**config.mk**
```make
export PLATFORM = sky130hd
export DESIGN_NAME = coef_ram_loader
export DESIGN_NICKNAME = d
export VERILOG_FILES = /design/src/rtl/coef_ram_pkg.sv /design/src/rtl/coef_byte_shifter.sv /design/src/rtl/coef_ram_loader.sv
export SDC_FILE = /design/constraint.sdc
export NUM_CORES = 1
export LEC_CHECK = 0
export CAP_MARGIN = 10
export CORE_MARGIN = 4
export CORE_UTILIZATION = 42
export DETAILED_ROUTE_END_ITERATION = 8
export GPL_TIMING_DRIVEN = 0
export PLACE_DENSITY = 0.84
export SYNTH_ARGS = -nofsm -noshare
export SYNTH_HDL_FRONTEND = slang
export SYNTH_HIERARCHICAL = 1
export SYNTH_SLANG_ARGS = --single-unit
```
**constraint.sdc**
```tcl
create_clock -name clock -period 2.2 [get_ports clock]
set_input_delay 0.55 -clock clock [delete_from_list [all_inputs] [get_ports clock]]
set_output_delay 0.55 -clock clock [all_outputs]
set_load 0.02 [all_outputs]
```
**src/rtl/coef_ram_pkg.sv**
```systemverilog
// rtl/coef_ram_pkg.sv - shared types and constants for the coefficient RAM loader
// Sizes derive from the 16k-deep, 36-bit dual-channel coefficient RAM.
package coef_ram_pkg;

  localparam int COEF_W         = 36;
  localparam int RAM_DEPTH      = 16384;
  localparam int ADDR_W         = $clog2(RAM_DEPTH);
  localparam int CNT_W          = ADDR_W + 1;
  localparam int BYTES_PER_WORD = 5;
  localparam int SHIFT_W        = 8 * BYTES_PER_WORD;

  typedef enum logic [2:0] {
    IDLE,
    WR_COLLECT,
    WR_COMMIT,
    RD_ADDR,
    RD_WAIT,
    RD_SEND,
    DONE
  } loaderState;

endpackage

```
**src/rtl/coef_byte_shifter.sv**
```systemverilog
// rtl/coef_byte_shifter.sv - 40-bit byte load/shift register with byte counter
// Shared by write assembly (bytes shifted in) and readback serialisation (bytes shifted out).
module coef_byte_shifter
  import coef_ram_pkg::*;
(
  input  logic               clock,
  input  logic               reset,
  input  logic               clear,
  input  logic               load,
  input  logic               shift,
  input  logic [SHIFT_W-1:0] loadData,
  input  logic [7:0]         shiftIn,
  output logic [7:0]         outByte,
  output logic [COEF_W-1:0]  assembled,
  output logic               firstByte,
  output logic               lastByte
);

  logic [SHIFT_W-1:0] shiftReg;
  logic [2:0]         byteCnt;

  always_ff @(posedge clock) begin
    if (reset || clear) begin
      shiftReg <= '0;
      byteCnt  <= '0;
    end else if (load) begin
      shiftReg <= loadData;
      byteCnt  <= '0;
    end else if (shift) begin
      shiftReg <= {shiftReg[SHIFT_W-9:0], shiftIn};
      byteCnt  <= lastByte ? 3'd0 : byteCnt + 3'd1;
    end
  end

  assign outByte   = shiftReg[SHIFT_W-1 -: 8];
  // Full word as it will stand once the byte currently on shiftIn is taken.
  assign assembled = {shiftReg[COEF_W-9:0], shiftIn};
  assign firstByte = (byteCnt == 3'd0);
  assign lastByte  = (byteCnt == 3'(BYTES_PER_WORD - 1));

endmodule

```
**src/rtl/coef_ram_loader.sv**
```systemverilog
// rtl/coef_ram_loader.sv - host byte-stream writer/reader for the dual-channel coefficient RAM
// Optional running byte checksum enabled by COEF_RAM_LOADER_CHECKSUM_EN.
module coef_ram_loader
  import coef_ram_pkg::*;
(
  input  logic              clock,
  input  logic              reset,
  input  logic              start,
  input  logic              mode,
  input  logic              chan,
  input  logic [ADDR_W-1:0] base_addr,
  input  logic [CNT_W-1:0]  count,
  input  logic              abort,
  input  logic [7:0]        in_data,
  input  logic              in_valid,
  output logic              in_ready,
  output logic [7:0]        out_data,
  output logic              out_valid,
  input  logic              out_ready,
  output logic [ADDR_W-1:0] addrLrw,
  output logic [ADDR_W-1:0] addrRrw,
  output logic [COEF_W-1:0] datainLrw,
  output logic [COEF_W-1:0] datainRrw,
  output logic              weL,
  output logic              weR,
  input  logic [COEF_W-1:0] dataoutLrw,
  input  logic [COEF_W-1:0] dataoutRrw,
  output logic              busy,
  output logic              done,
  output logic              fmt_err,
  output logic [15:0]       checksum
);

  loaderState          state, nextState;
  logic                chanReg;
  logic [ADDR_W-1:0]   addrReg;
  logic [CNT_W-1:0]    remaining;
  logic [COEF_W-1:0]   datainReg;
  logic                fmtErr;

  logic                shClear, shLoad, shShift;
  logic [7:0]          shIn, outByte;
  logic [COEF_W-1:0]   assembled;
  logic                firstByte, lastByte;

  logic startAccept, abortNow, inAccept, outAccept, advance, lastWord;

  assign startAccept = (state == IDLE) && start;
  assign abortNow    = abort && (state != IDLE) && (state != DONE);
  assign inAccept    = (state == WR_COLLECT) && in_valid;
  assign outAccept   = (state == RD_SEND) && out_ready;
  assign lastWord    = (remaining == CNT_W'(1));
  assign advance     = !abortNow && ((state == WR_COMMIT) || (outAccept && lastByte));

  coef_byte_shifter shifter (
    .clock     (clock),
    .reset     (reset),
    .clear     (shClear),
    .load      (shLoad),
    .shift     (shShift),
    .loadData  ({4'h0, chanReg ? dataoutRrw : dataoutLrw}),
    .shiftIn   (shIn),
    .outByte   (outByte),
    .assembled (assembled),
    .firstByte (firstByte),
    .lastByte  (lastByte)
  );

  always_ff @(posedge clock) begin
    if (reset) state <= IDLE;
    else       state <= nextState;
  end

  always_comb begin
    nextState = state;
    shClear   = 1'b0;
    shLoad    = 1'b0;
    shShift   = 1'b0;
    shIn      = 8'h00;
    case (state)
      IDLE: begin
        if (start) begin
          shClear = 1'b1;
          if (count == '0) nextState = DONE;
          else if (mode)   nextState = RD_ADDR;
          else             nextState = WR_COLLECT;
        end
      end
      WR_COLLECT: begin
        shIn    = in_data;
        shShift = in_valid;
        if (in_valid && lastByte) nextState = WR_COMMIT;
      end
      WR_COMMIT: nextState = lastWord ? DONE : WR_COLLECT;
      RD_ADDR:   nextState = RD_WAIT;
      RD_WAIT: begin
        shLoad    = 1'b1;
        nextState = RD_SEND;
      end
      RD_SEND: begin
        shShift = out_ready;
        if (out_ready && lastByte) nextState = lastWord ? DONE : RD_ADDR;
      end
      DONE:    nextState = IDLE;
      default: nextState = IDLE;
    endcase
    // Cancelling discards any partial word held in the shifter.
    if (abortNow) begin
      nextState = DONE;
      shClear   = 1'b1;
    end
  end

  always_ff @(posedge clock) begin
    if (reset) begin
      chanReg   <= 1'b0;
      addrReg   <= '0;
      remaining <= '0;
      datainReg <= '0;
      fmtErr    <= 1'b0;
    end else begin
      if (startAccept) begin
        chanReg   <= chan;
        addrReg   <= base_addr;
        remaining <= count;
        fmtErr    <= 1'b0;
      end
      if (inAccept && firstByte && (in_data[7:4] != 4'h0)) fmtErr <= 1'b1;
      if (inAccept && lastByte) datainReg <= assembled;
      // Address wraps naturally at the 14-bit boundary.
      if (advance) begin
        addrReg   <= addrReg + ADDR_W'(1);
        remaining <= remaining - CNT_W'(1);
      end
    end
  end

  assign in_ready  = (state == WR_COLLECT);
  assign out_valid = (state == RD_SEND);
  assign out_data  = out_valid ? outByte : 8'h00;
  assign addrLrw   = addrReg;
  assign addrRrw   = addrReg;
  assign datainLrw = datainReg;
  assign datainRrw = datainReg;
  assign weL       = (state == WR_COMMIT) && !chanReg;
  assign weR       = (state == WR_COMMIT) && chanReg;
  assign busy      = (state != IDLE);
  assign done      = (state == DONE);
  assign fmt_err   = fmtErr;

`ifdef COEF_RAM_LOADER_CHECKSUM_EN
  logic [15:0] sumReg;

  always_ff @(posedge clock) begin
    if (reset || startAccept) sumReg <= '0;
    else if (inAccept)        sumReg <= sumReg + 16'(in_data);
    else if (outAccept)       sumReg <= sumReg + 16'(outByte);
  end

  assign checksum = sumReg;
`else
  assign checksum = 16'h0000;
`endif

endmodule

```
==> reports/metrics.cfg, run 1 <==
[sta]
finalSetupViolations = 0
slew_viol_final = 0
worst_slew_pin_slew_ns = 0.643
timing.final.crit_share_pct = 98.6
relSlewSlack_pct = 57.1
hold_viol_final = 0
max_freq_mhz = 461
clock_skew_ns = 0.00924
hold_ws_ns = 0.469
fin_crit_ns = 2.17

[place]
globalplace.congestion = 0.952
placed_cells = 1288
portBuffers = 230
post-dp-hpwl_um = 17200

[routing]
route.detailed.drc = 0
first_pass_iters = 5
drt_wl_total_um = 22700
num_vias = 6884
routedWlPerCell_um = 17.1
drtAntennaViolNets = 0
drtIter0Drc = 722
vias_per_cell = 5.20

[finish]
fillers = 1363
multi_input_area_um2 = 3770
drive_above_1_share_pct = 26.6
syn2layout_area_growth_pct = 48.0
fin_nets = 1215
n_antenna_cell = 0
utilization_pct = 63.1
finalNonFillerCells = 1325
final-seq-area_um2 = 2280

[pwr]
p_sw_share_pct = 35.5
p_clk_share_pct = 30.6
p_int_w = 0.00566
ir_drop_mv = 0.862
combPwrFrac_pct = 40.6
p_per_area_nw_per_um2 = 840
p_leak_nw = 4.03
total_power_w = 0.00877
p_seq_share_pct = 28.8
p_sw_w = 0.00311

[logic_synthesis]
async_flop_share_pct = 0
synth_top_family_by_area = simple AND/OR/NAND/NOR gates
synthAdderAreaFrac_pct = 1.03
synth_area_um2 = 7050
synth_compound_area_share_pct = 12.5
synthFlopType = dfxtp_1
ys_warn_count = 6
seq_area_frac_synth_pct = 32.1
synthXorXnorAreaFrac_pct = 0
synth.avg_cell_area_um2 = 8.61
synth-simple-area-share_pct = 19.4
ys_seq_elements = 113
synth_edf_count = 0
synth_mux_area_share_pct = 18.5
yosysUniqueCellTypes = 66
syn_inst = 819

[clock_tree]
numCtsBuffers = 17
hold_buffers = 0
cts_tree = done
clk_pin_slew_worst_paths_ns = 0.06
clockBufferDepth = 2
cts_root_buf = clkbuf_16
cts.sinks = 113
htreeDepth = 4
clock_latency_ns = 0.42

[outcome]
run_status = finished clean

[grt]
grt_pass1_wl_um = 34400
grt_max_degree = 17
antenna_found_initial = 0
grt_use_total_pct = 23.3
grt_pass1_vias = 6781
grt_overflow = 0

[floorplan]
die_height_um = 138
initial_core_util_pct = 42.7
coreArea_um2 = 16500
io_pins = 248
die_w_um = 138
die_area_um2 = 18900
rows = 47

[critical_path]
arrival_ns = 1.62
crit_path_end_kind = output pin
crit_fanout = 8
start_kind = register
crit_type = register to output pin
required_ns = 1.65

[min_path]
min_path_type = register to register

[flow_run]
max_cap_violations = 0

[per-layer routing]
metal	part of all wire, %	vias up	wire, um	track usage, %
met5	0	-	0	0
met4	2.5	0	565	8.37
met3	8.4	50	1910	5.26
met2	51	326	11500	41.8
met1	38	3194	8700	27.1
li1	-	3314	-	-
[layout make-up]
class | instances | area share (%)
flip-flops and latches | 113 | 21.8
clock inverters | 11 | 1.09
well taps | 220 | 2.64
repair buffers | 239 | 22.3
clock buffers | 20 | 4.38
inverters | 9 | 0.324
multi-input cells | 549 | 36.1
plain buffers | 164 | 11.4
[sequential cells by signal, summed over array words and instances (netlist names)]
register and cells:
state 3, chanReg 1, addrLrw 14, shifter/byteCnt 3, datainLrw 36, remaining 15, shifter/shiftReg 40, fmt_err 1
[placed cells by master, fill, tap and decap left out, drive strengths merged, types with 20 or more instances in the layout]
master / netlist / routed
and2: 21 / 21
mux2i: 42 / 42
a31oi: 21 / 21
dfxtp: 113 / 113
conb: 1 / 20
nor2: 43 / 43
mux2: 69 / 69
nand2: 113 / 113
clkdlybuf4s50: 0 / 216
buf: 129 / 149
clkbuf: 38 / 54
a21oi: 53 / 53
[synthesized netlist by cell type, types with 2 or more instances]
master	number	area share (%)
buf_12	3	0.85
o31a_1	2	0.25
o31ai_1	2	0.21
a31oi_1	21	1.9
or3_2	2	0.21
buf_6	3	0.48
nor2b_1	16	1.4
o211ai_1	7	0.75
nand2b_1	4	0.35
buf_1	2	0.11
a32oi_1	3	0.37
and2_1	21	1.9
buf_4	110	12
a2bb2oi_1	2	0.25
mux2_4	28	6.0
a211oi_1	2	0.21
and4_1	3	0.37
nand4_1	8	0.71
nand3_1	16	1.1
nand2_1	113	6.0
o21ai_0	15	1.1
mux2_2	41	6.5
dfxtp_1	113	32
nor3_1	5	0.35
o311ai_0	10	1.2
and3b_1	3	0.37
nor2_1	43	2.3
and3_1	3	0.27
mux2i_1	42	6.0
inv_1	9	0.48
nor3b_1	3	0.32
or2_2	2	0.18
ha_1	5	0.89
nor4_1	7	0.62
a22oi_1	5	0.53
clkbuf_1	38	2.0
or3_1	7	0.62
a22o_1	2	0.25
or4_1	9	0.96
a21oi_1	53	3.8
buf_2	11	0.78
[kinds of logic (layout without fill, tap and decap cells)]
family	count (synthesis)	count (layout)
multiplexers	111	111
adder cells (fa/ha/maj)	6	6
buffers and inverters	176	443
other	1	20
AO/OA/AOI/OAI	138	138
AND/OR/NAND/NOR	274	274
flip-flops	113	113
[metrics by stage]
step	setup TNS (ns)	instance area, um^2	setup WS [ns]
finish	0	10400	0.0315
global placement	-35.48	9700	-0.685
global route	-0.0159	10400	-0.0101
CTS	0	10300	0.00218
detailed placement	-35.66	9700	-0.687
floorplan	0	7130	0.102
[critical path, stage by stage (launching register included)]
cell and delay (ns):
dfxtp_1 0.46, buf_4 0.15, clkdlybuf4s50_1 0.59
[timing repair]
action / CTS / global route
gates cloned: 0 / 1
pin swaps: 3 / 2
hold endpoints to repair: 0 / 0
endpoints found under the setup margin: 89 / 111
setup buffers: 4 / 4
gates resized for setup: 74 / 47
[power by group through the flow]
| stage | combinational (W) | sequential [W] | clock (W) |
|---|---|---|---|
| floorplan | 0.00220 | 0.00252 | 0 |
| global placement | 0.00328 | 0.00251 | 0 |
| detailed placement | 0.00330 | 0.00252 | 0 |
| CTS | 0.00341 | 0.00251 | 0.00269 |
| global route | 0.00380 | 0.00256 | 0.00280 |
| finish | 0.00356 | 0.00253 | 0.00268 |
[worst paths after layout]
kind	slack, ns	to	depth (start not counted)	from
worst max-delay path	0.03	addrRrw[2]	2	addrLrw[2]$_SDFFE_PP0P_
worst min-delay path	0.47	datainLrw[30]$_SDFFE_PP0P_	2	datainLrw[30]$_SDFFE_PP0P_
worst min register to register	0.47	datainLrw[30]$_SDFFE_PP0P_	2	datainLrw[30]$_SDFFE_PP0P_
worst max register to register	0.10	remaining[12]$_SDFFE_PP0P_	4	remaining[4]$_SDFFE_PP0P_
Note: power is estimated with default switching activity, not from simulation.
==> run 2: changes to the inputs <==
--- a/config.mk
+++ b/config.mk
@@ -10,7 +10,7 @@
 export CORE_UTILIZATION = 42
 export DETAILED_ROUTE_END_ITERATION = 8
 export GPL_TIMING_DRIVEN = 0
-export PLACE_DENSITY = 0.84
+export PLACE_DENSITY = 0.78
 export SYNTH_ARGS = -nofsm -noshare
 export SYNTH_HDL_FRONTEND = slang
 export SYNTH_HIERARCHICAL = 1
==> run 2 against run 1 <==
Effect of this change: clock-buffer cell count is 1 higher; die area did not move; critical path depth grew 3; fmax rose by 0.28%; clock skew is 0.0028 ns lower; register-to-register slack worse by 0.03 ns; total power up 5.6%; wire length up 1.5%; sequential cell count is the same; combinational power is 1% higher; final cell count increased by 0.68%; critical path type is now input port to register; largest cell class unchanged.
==> reports/metrics.cfg, run 2 (synthesis results as in run 1) <==
[floorplan]
die_area_um2 = 18900  ; unchanged
die_height_um = 138  ; unchanged
initial_core_util_pct = 42.7  ; unchanged
io_pins = 248  ; unchanged
coreArea_um2 = 16500  ; unchanged
die_w_um = 138  ; unchanged
rows = 47  ; unchanged

[outcome]
run_status = finished clean  ; unchanged

[finish]
final_area_um2 = 10600  ; was 10400 um^2
drive_above_1_share_pct = 26.6  ; about the same
layout_commonest_cell = clkdlybuf4s50_1  ; unchanged
largest_register_ffs = 40  ; unchanged
fin_nets = 1222  ; was 1215
syn2layout_area_growth_pct = 50.0  ; was 48.0%
largest-register = shifter/shiftReg  ; unchanged
finalNonFillerCells = 1334  ; was 1325
mostFrequentLayoutCells = 215 x clkdlybuf4s50_1, 127 x buf_4, 113 x nand2_1  ; was 216 x clkdlybuf4s50_1, 124 x buf_4, 113 x nand2_1

[sta]
finalSetupViolations = 0  ; unchanged
relSlewSlack_pct = 55.1  ; was 57.1%
fin_crit_ns = 2.16  ; was 2.17 ns
hold_viol_final = 0  ; unchanged
timing.final.crit_share_pct = 98.3  ; was 98.6%
rsz0062_at_grt = yes
slew_viol_final = 0  ; unchanged
max_freq_mhz = 462  ; was 461 MHz
clock_skew_ns = 0.00640  ; was 0.00924 ns
worst_slew_pin_slew_ns = 0.667  ; was 0.643 ns

[critical_path]
r2r_slack_ns = 0.07  ; was 0.10 ns
required_ns = 2.47  ; was 1.65 ns
start_kind = input port  ; was register
ff2ff_path_depth = 8  ; was 4
slowest_stage = clkbuf_1  ; was clkdlybuf4s50_1
path_common_cell = clkbuf_1
crit_fanout = 10  ; was 8
crit_path_end_kind = register  ; was output pin
arrival_ns = 2.43  ; was 1.62 ns
cp_cell_sequence = clkdlybuf4s50_1, clkbuf_1, clkbuf_1, clkbuf_1, a21oi_1  ; was buf_4, clkdlybuf4s50_1
r2r-start = shifter/byteCnt[1]$_SDFFE_PP0P_  ; was remaining[4]$_SDFFE_PP0P_
r2r_end = addrLrw[2]$_SDFFE_PP0P_  ; was remaining[12]$_SDFFE_PP0P_
slowest_delay_ns = 0.54  ; was 0.59 ns
crit_type = input port to register  ; was register to output pin

[grt]
grt_pass1_wl_um = 34700  ; was 34400 um
grt_overflow = 0  ; unchanged
grt_use_total_pct = 23.7  ; was 23.3%
antenna_found_initial = 0  ; unchanged
grt_max_degree = 17  ; unchanged
grt_pass1_vias = 6686  ; was 6781

[routing]
drtIter0Drc = 580  ; was 722
num_vias = 6869  ; was 6884
drtAntennaViolNets = 0  ; unchanged
drt_wl_total_um = 23000  ; was 22700 um
vias_per_cell = 5.15  ; was 5.20
first_pass_iters = 7  ; was 5
route.detailed.drc = 0  ; unchanged
routedWlPerCell_um = 17.2  ; was 17.1 um

[place]
post-dp-hpwl_um = 17200  ; about the same
placed_cells = 1288  ; unchanged
portBuffers = 230  ; unchanged
placed_cell_area_um2 = 9700  ; unchanged
globalplace.congestion = 0.889  ; was 0.952

[clock_tree]
clk_pin_slew_worst_paths_ns = 0.05  ; was 0.06 ns
clock_latency_ns = 0.41  ; was 0.42 ns
cts_tree = done  ; unchanged
hold_buffers = 0  ; unchanged
cts.sinks = 113  ; unchanged
clockBufferDepth = 2  ; unchanged
htreeDepth = 4  ; unchanged
cts_root_buf = clkbuf_16  ; unchanged
numCtsBuffers = 17  ; unchanged

[pwr]
ir_drop_mv = 0.672  ; was 0.862 mV
p_per_area_nw_per_um2 = 875  ; was 840 nW/um^2
p_leak_nw = 4.11  ; was 4.03 nW

[min_path]
hp-start = datainLrw[25]$_SDFFE_PP0P_  ; was datainLrw[30]$_SDFFE_PP0P_
min_path_type = register to register  ; unchanged
holdPathEnd = datainLrw[25]$_SDFFE_PP0P_  ; was datainLrw[30]$_SDFFE_PP0P_
min_path_cells = 2  ; unchanged

[flow_run]
max_cap_violations = 0  ; unchanged

## run 2: cell count changes in the layout (fill, tap and decap cells not counted), moves of 2 or more
cell / previous run / this run
buf_4: 124 / 127
bufinv_16: 2 / 6
clkbuf_2: 13 / 10
clkinv_2: 6 / 4
clkbuf_1: 19 / 24
## run 2: report_power, final
group | internal [W] | switching, W
logic | 0.00174 | 0.00187
registers | 0.00227 | 0.000260
clock network | 0.00217 | 0.000949
total | 0.00618 | 0.00308
## run 2: worst max path at each step
stage / start / to / slack, ns / cells after the start
6_report: reset / datainLrw[34]$_SDFFE_PP0P_ / 0.04 / 5
5_1_grt: state[0]$_SDFFE_PP0P_ / in_ready / -0.01 / 4
4_1_cts: addrLrw[9]$_SDFFE_PP0P_ / addrRrw[9] / 0.004 / 2
3_5_place_dp: chanReg$_SDFFE_PP0P_ / weR / -0.73 / 4
3_3_place_gp: chanReg$_SDFFE_PP0P_ / weR / -0.68 / 4
2_1_floorplan: state[0]$_SDFFE_PP0P_ / shifter/shiftReg[10]$_SDFFE_PP0P_ / 0.10 / 10
## run 2: per-stage QoR
step | utilization [%] | setup WS, ns | TNS [ns] | total power, W | hold WS, ns
6_report | 64.0 | 0.0376 | 0 | 0.00926 | 0.468
4_1_cts | 63.3 | 0.00445 | 0 | 0.00909 | 0.466
3_5_place_dp | 58.7 | -0.730 | -38.62 | 0.00583 | 0.454
3_3_place_gp | 58.7 | -0.677 | -37.13 | 0.00580 | 0.445
2_1_floorplan | - | 0.102 | 0 | 0.00472 | 0.457
5_1_grt | 64.0 | -0.0143 | -0.0314 | 0.00967 | 0.487
## run 2: timing repair
item,CTS,global route
gates resized for setup,76,28
gates cloned,0,1
setup endpoints to repair,112,89
pin swaps,2,3
setup buffers,4,11
endpoints found under the hold margin,0,0
## run 2: critical path, delay by kind of cell
| family | cells | cell delay [ns] |
|---|---|---|
| AO/OA/AOI/OAI | 1 | 0.10 |
| buffers and inverters | 4 | 1.77 |
## run 2: layout make-up
cell class                 count  area [um^2]
multi-input combinational    549         3760
inverter                       9         33.8
antenna                        1         2.50
timing repair buffer         246         2370
fill                        1392         5950
clock buffer                  21          460
sequential                   113         2270
tap                          220          275
clock inverter                11          208
buffer                       164         1190
## run 2: routing by layer
layer,wire [um],share of wire (%),up-vias,track usage [%]
met5,0,0,-,0
met4,572,2.5,0,8.37
met3,1740,7.6,44,4.53
met2,11500,50,298,42.3
met1,9190,40,3206,28.1
li1,-,-,3321,-
==> run 3: changes to the inputs <==
--- a/config.mk
+++ b/config.mk
@@ -5,7 +5,7 @@
 export SDC_FILE = /design/constraint.sdc
 export NUM_CORES = 1
 export LEC_CHECK = 0
-export CAP_MARGIN = 10
+export CORE_ASPECT_RATIO = 0.6
 export CORE_MARGIN = 4
 export CORE_UTILIZATION = 42
 export DETAILED_ROUTE_END_ITERATION = 8
@@ -15,3 +15,4 @@
 export SYNTH_HDL_FRONTEND = slang
 export SYNTH_HIERARCHICAL = 1
 export SYNTH_SLANG_ARGS = --single-unit
+export TNS_END_PERCENT = 5
==> run 3 against run 2 <==
Effect of this change: fmax is 0.36% lower; worst setup slack worse by 0.0078 ns; via count decreased by 0.80%; clock-buffer cell count shrank 2; critical path type is now register to output pin; critical endpoint is now addrRrw[7].
==> reports/metrics.cfg, run 3 (synthesis results as in run 1) <==
[outcome]
run_status = finished clean  ; unchanged

[floorplan]
io_pins = 248  ; unchanged
die_area_um2 = 19000  ; was 18900 um^2
die_height_um = 108  ; was 138 um
rows = 36  ; was 47
initial_core_util_pct = 43.1  ; was 42.7%
die_w_um = 175  ; was 138 um
coreArea_um2 = 16400  ; was 16500 um^2

[grt]
grt_busiest_layer = met1  ; was met2
grt_use_total_pct = 23.9  ; was 23.7%
grt_use_met1_pct = 36.2  ; was 28.1%
antenna_found_initial = 0  ; unchanged
grt_max_degree = 17  ; unchanged
grt_pass1_vias = 6413  ; was 6686
grt_use_met3_pct = 6.71  ; was 4.53%
global_route.usage.met2_pct = 34.1  ; was 42.3%
grt_pass1_wl_um = 35800  ; was 34700 um
grt_overflow = 0  ; unchanged

[critical_path]
arrival_ns = 1.62  ; was 2.43 ns
critPathLaunch = addrLrw[7]$_SDFFE_PP0P_  ; was reset
crit_type = register to output pin  ; was input port to register
crit_path_end_kind = output pin  ; was register
r2r_slack_ns = 0.08  ; was 0.07 ns
crit_fanout = 7  ; was 10
start_kind = register  ; was input port
r2r-start = remaining[4]$_SDFFE_PP0P_  ; was shifter/byteCnt[1]$_SDFFE_PP0P_
required_ns = 1.65  ; was 2.47 ns

[sta]
timing.final.crit_share_pct = 98.6  ; was 98.3%
setup_slack_ns = 0.0298  ; was 0.0376 ns
rsz0062_at_grt = yes  ; unchanged
hold_ws_ns = 0.465  ; was 0.468 ns
finalSetupViolations = 0  ; unchanged
max_freq_mhz = 461  ; was 462 MHz
worst_slew_pin_slew_ns = 0.682  ; was 0.667 ns
slew_viol_final = 0  ; unchanged
hold_viol_final = 0  ; unchanged
relSlewSlack_pct = 54.5  ; was 55.1%
fin_crit_ns = 2.17  ; was 2.16 ns
clock_skew_ns = 0.00966  ; was 0.00640 ns

[clock_tree]
cts.sinks = 113  ; unchanged
hold_buffers = 0  ; unchanged
numCtsBuffers = 17  ; unchanged
clock_latency_ns = 0.41  ; about the same
cts_root_buf = clkbuf_16  ; unchanged
clk_pin_slew_worst_paths_ns = 0.05  ; about the same
htreeDepth = 4  ; unchanged
cts_tree = done  ; unchanged
clockBufferDepth = 2  ; unchanged

[finish]
largest-register = shifter/shiftReg  ; unchanged
finalNonFillerCells = 1332  ; was 1334
largest_register_ffs = 40  ; unchanged
fillers = 1436  ; was 1392
drive_above_1_share_pct = 26.4  ; was 26.6%
syn2layout_area_growth_pct = 48.0  ; was 50.0%
utilization_pct = 63.8  ; was 64.0%
fin_nets = 1213  ; was 1222
layout_commonest_cell = clkdlybuf4s50_1  ; unchanged
mostFrequentLayoutCells = 216 x clkdlybuf4s50_1, 118 x buf_4, 113 x nand2_1  ; was 215 x clkdlybuf4s50_1, 127 x buf_4, 113 x nand2_1
n_antenna_cell = 0  ; was 1

[routing]
first_pass_iters = 5  ; was 7
route.detailed.drc = 0  ; unchanged
drt_wl_total_um = 23400  ; was 23000 um
drtAntennaViolNets = 0  ; unchanged
drtIter0Drc = 549  ; was 580
num_vias = 6814  ; was 6869
routedWlPerCell_um = 17.6  ; was 17.2 um
vias_per_cell = 5.12  ; was 5.15

[pwr]
ir_drop_mv = 0.576  ; was 0.672 mV
p_leak_nw = 4.02  ; was 4.11 nW
p_per_area_nw_per_um2 = 843  ; was 875 nW/um^2

[min_path]
hp-start = fmt_err$_SDFFE_PP0P_  ; was datainLrw[25]$_SDFFE_PP0P_
min_path_type = register to register  ; unchanged

[place]
globalplace.congestion = 0.989  ; was 0.889
post-place-ws_ns = -0.759  ; was -0.730 ns
post-dp-hpwl_um = 18300  ; was 17200 um
placed_cells = 1296  ; was 1288
portBuffers = 230  ; unchanged

[flow_run]
max_cap_violations = 0  ; unchanged

## run 3: changes by cell type in the layout (fill, tap and decap cells not counted), sizes merged, moves of 2 or more
cell,delta
clkinvlp,+2
bufinv,-4
buf,-9
clkinv,+3
## run 3: layout make-up
cell class              instances  area (um^2)  share of cell area (%)
plain buffers                 166         1220                    11.7
clock buffers                  19          443                    4.24
clock inverters                13          138                    1.32
inverters                       9         33.8                   0.324
multi-input cells             549         3760                    36.0
flip-flops and latches        113         2270                    21.8
well taps                     228          285                    2.73
repair buffers                235         2280                    21.9
## run 3: final timing paths
path | end | depth (start not counted)
setup / recovery | addrRrw[7] | 2
hold reg to reg | fmt_err$_SDFFE_PP0P_ | 2
setup reg to reg | remaining[12]$_SDFFE_PP0P_ | 4
hold / removal | fmt_err$_SDFFE_PP0P_ | 2
## run 3: power breakdown
group          total, W  internal [W]  switching [W]  leakage (nW)
sequential      0.00253       0.00227       0.000261         0.919
combinational   0.00356       0.00167        0.00189          2.82
clock           0.00271       0.00169        0.00101         0.279
total           0.00880       0.00563        0.00316          4.02
## run 3: metal layers
metal  share of wire, %  vias to the layer above  routed length [um]
li1                   -                     3313                   -
met1                 48                     3152               11300
met2                 41                      333                9650
met3                9.9                       16                2320
met4               0.68                        0                 160
met5                  0                        -                   0
## run 3: metrics by stage
| step | instance area, um^2 | setup TNS (ns) | total power, W |
|---|---|---|---|
| finish | 10400 | 0 | 0.00880 |
| global route | 10400 | -0.313 | 0.00920 |
| CTS | 10400 | -0.152 | 0.00867 |
| detailed placement | 9710 | -44.07 | 0.00587 |
| global placement | 9710 | -40.59 | 0.00585 |
| floorplan | 7130 | 0 | 0.00472 |
## run 3: what timing repair did
item                       CTS  global route
setup buffers                2             3
pin swaps                    1             3
resized for setup           83            36
setup endpoints to repair  113           101
## run 3: worst max-delay path, cell delays in order (launching register included)
cell	delay [ns]
dfxtp_1	0.46
buf_4	0.16
clkdlybuf4s50_1	0.59
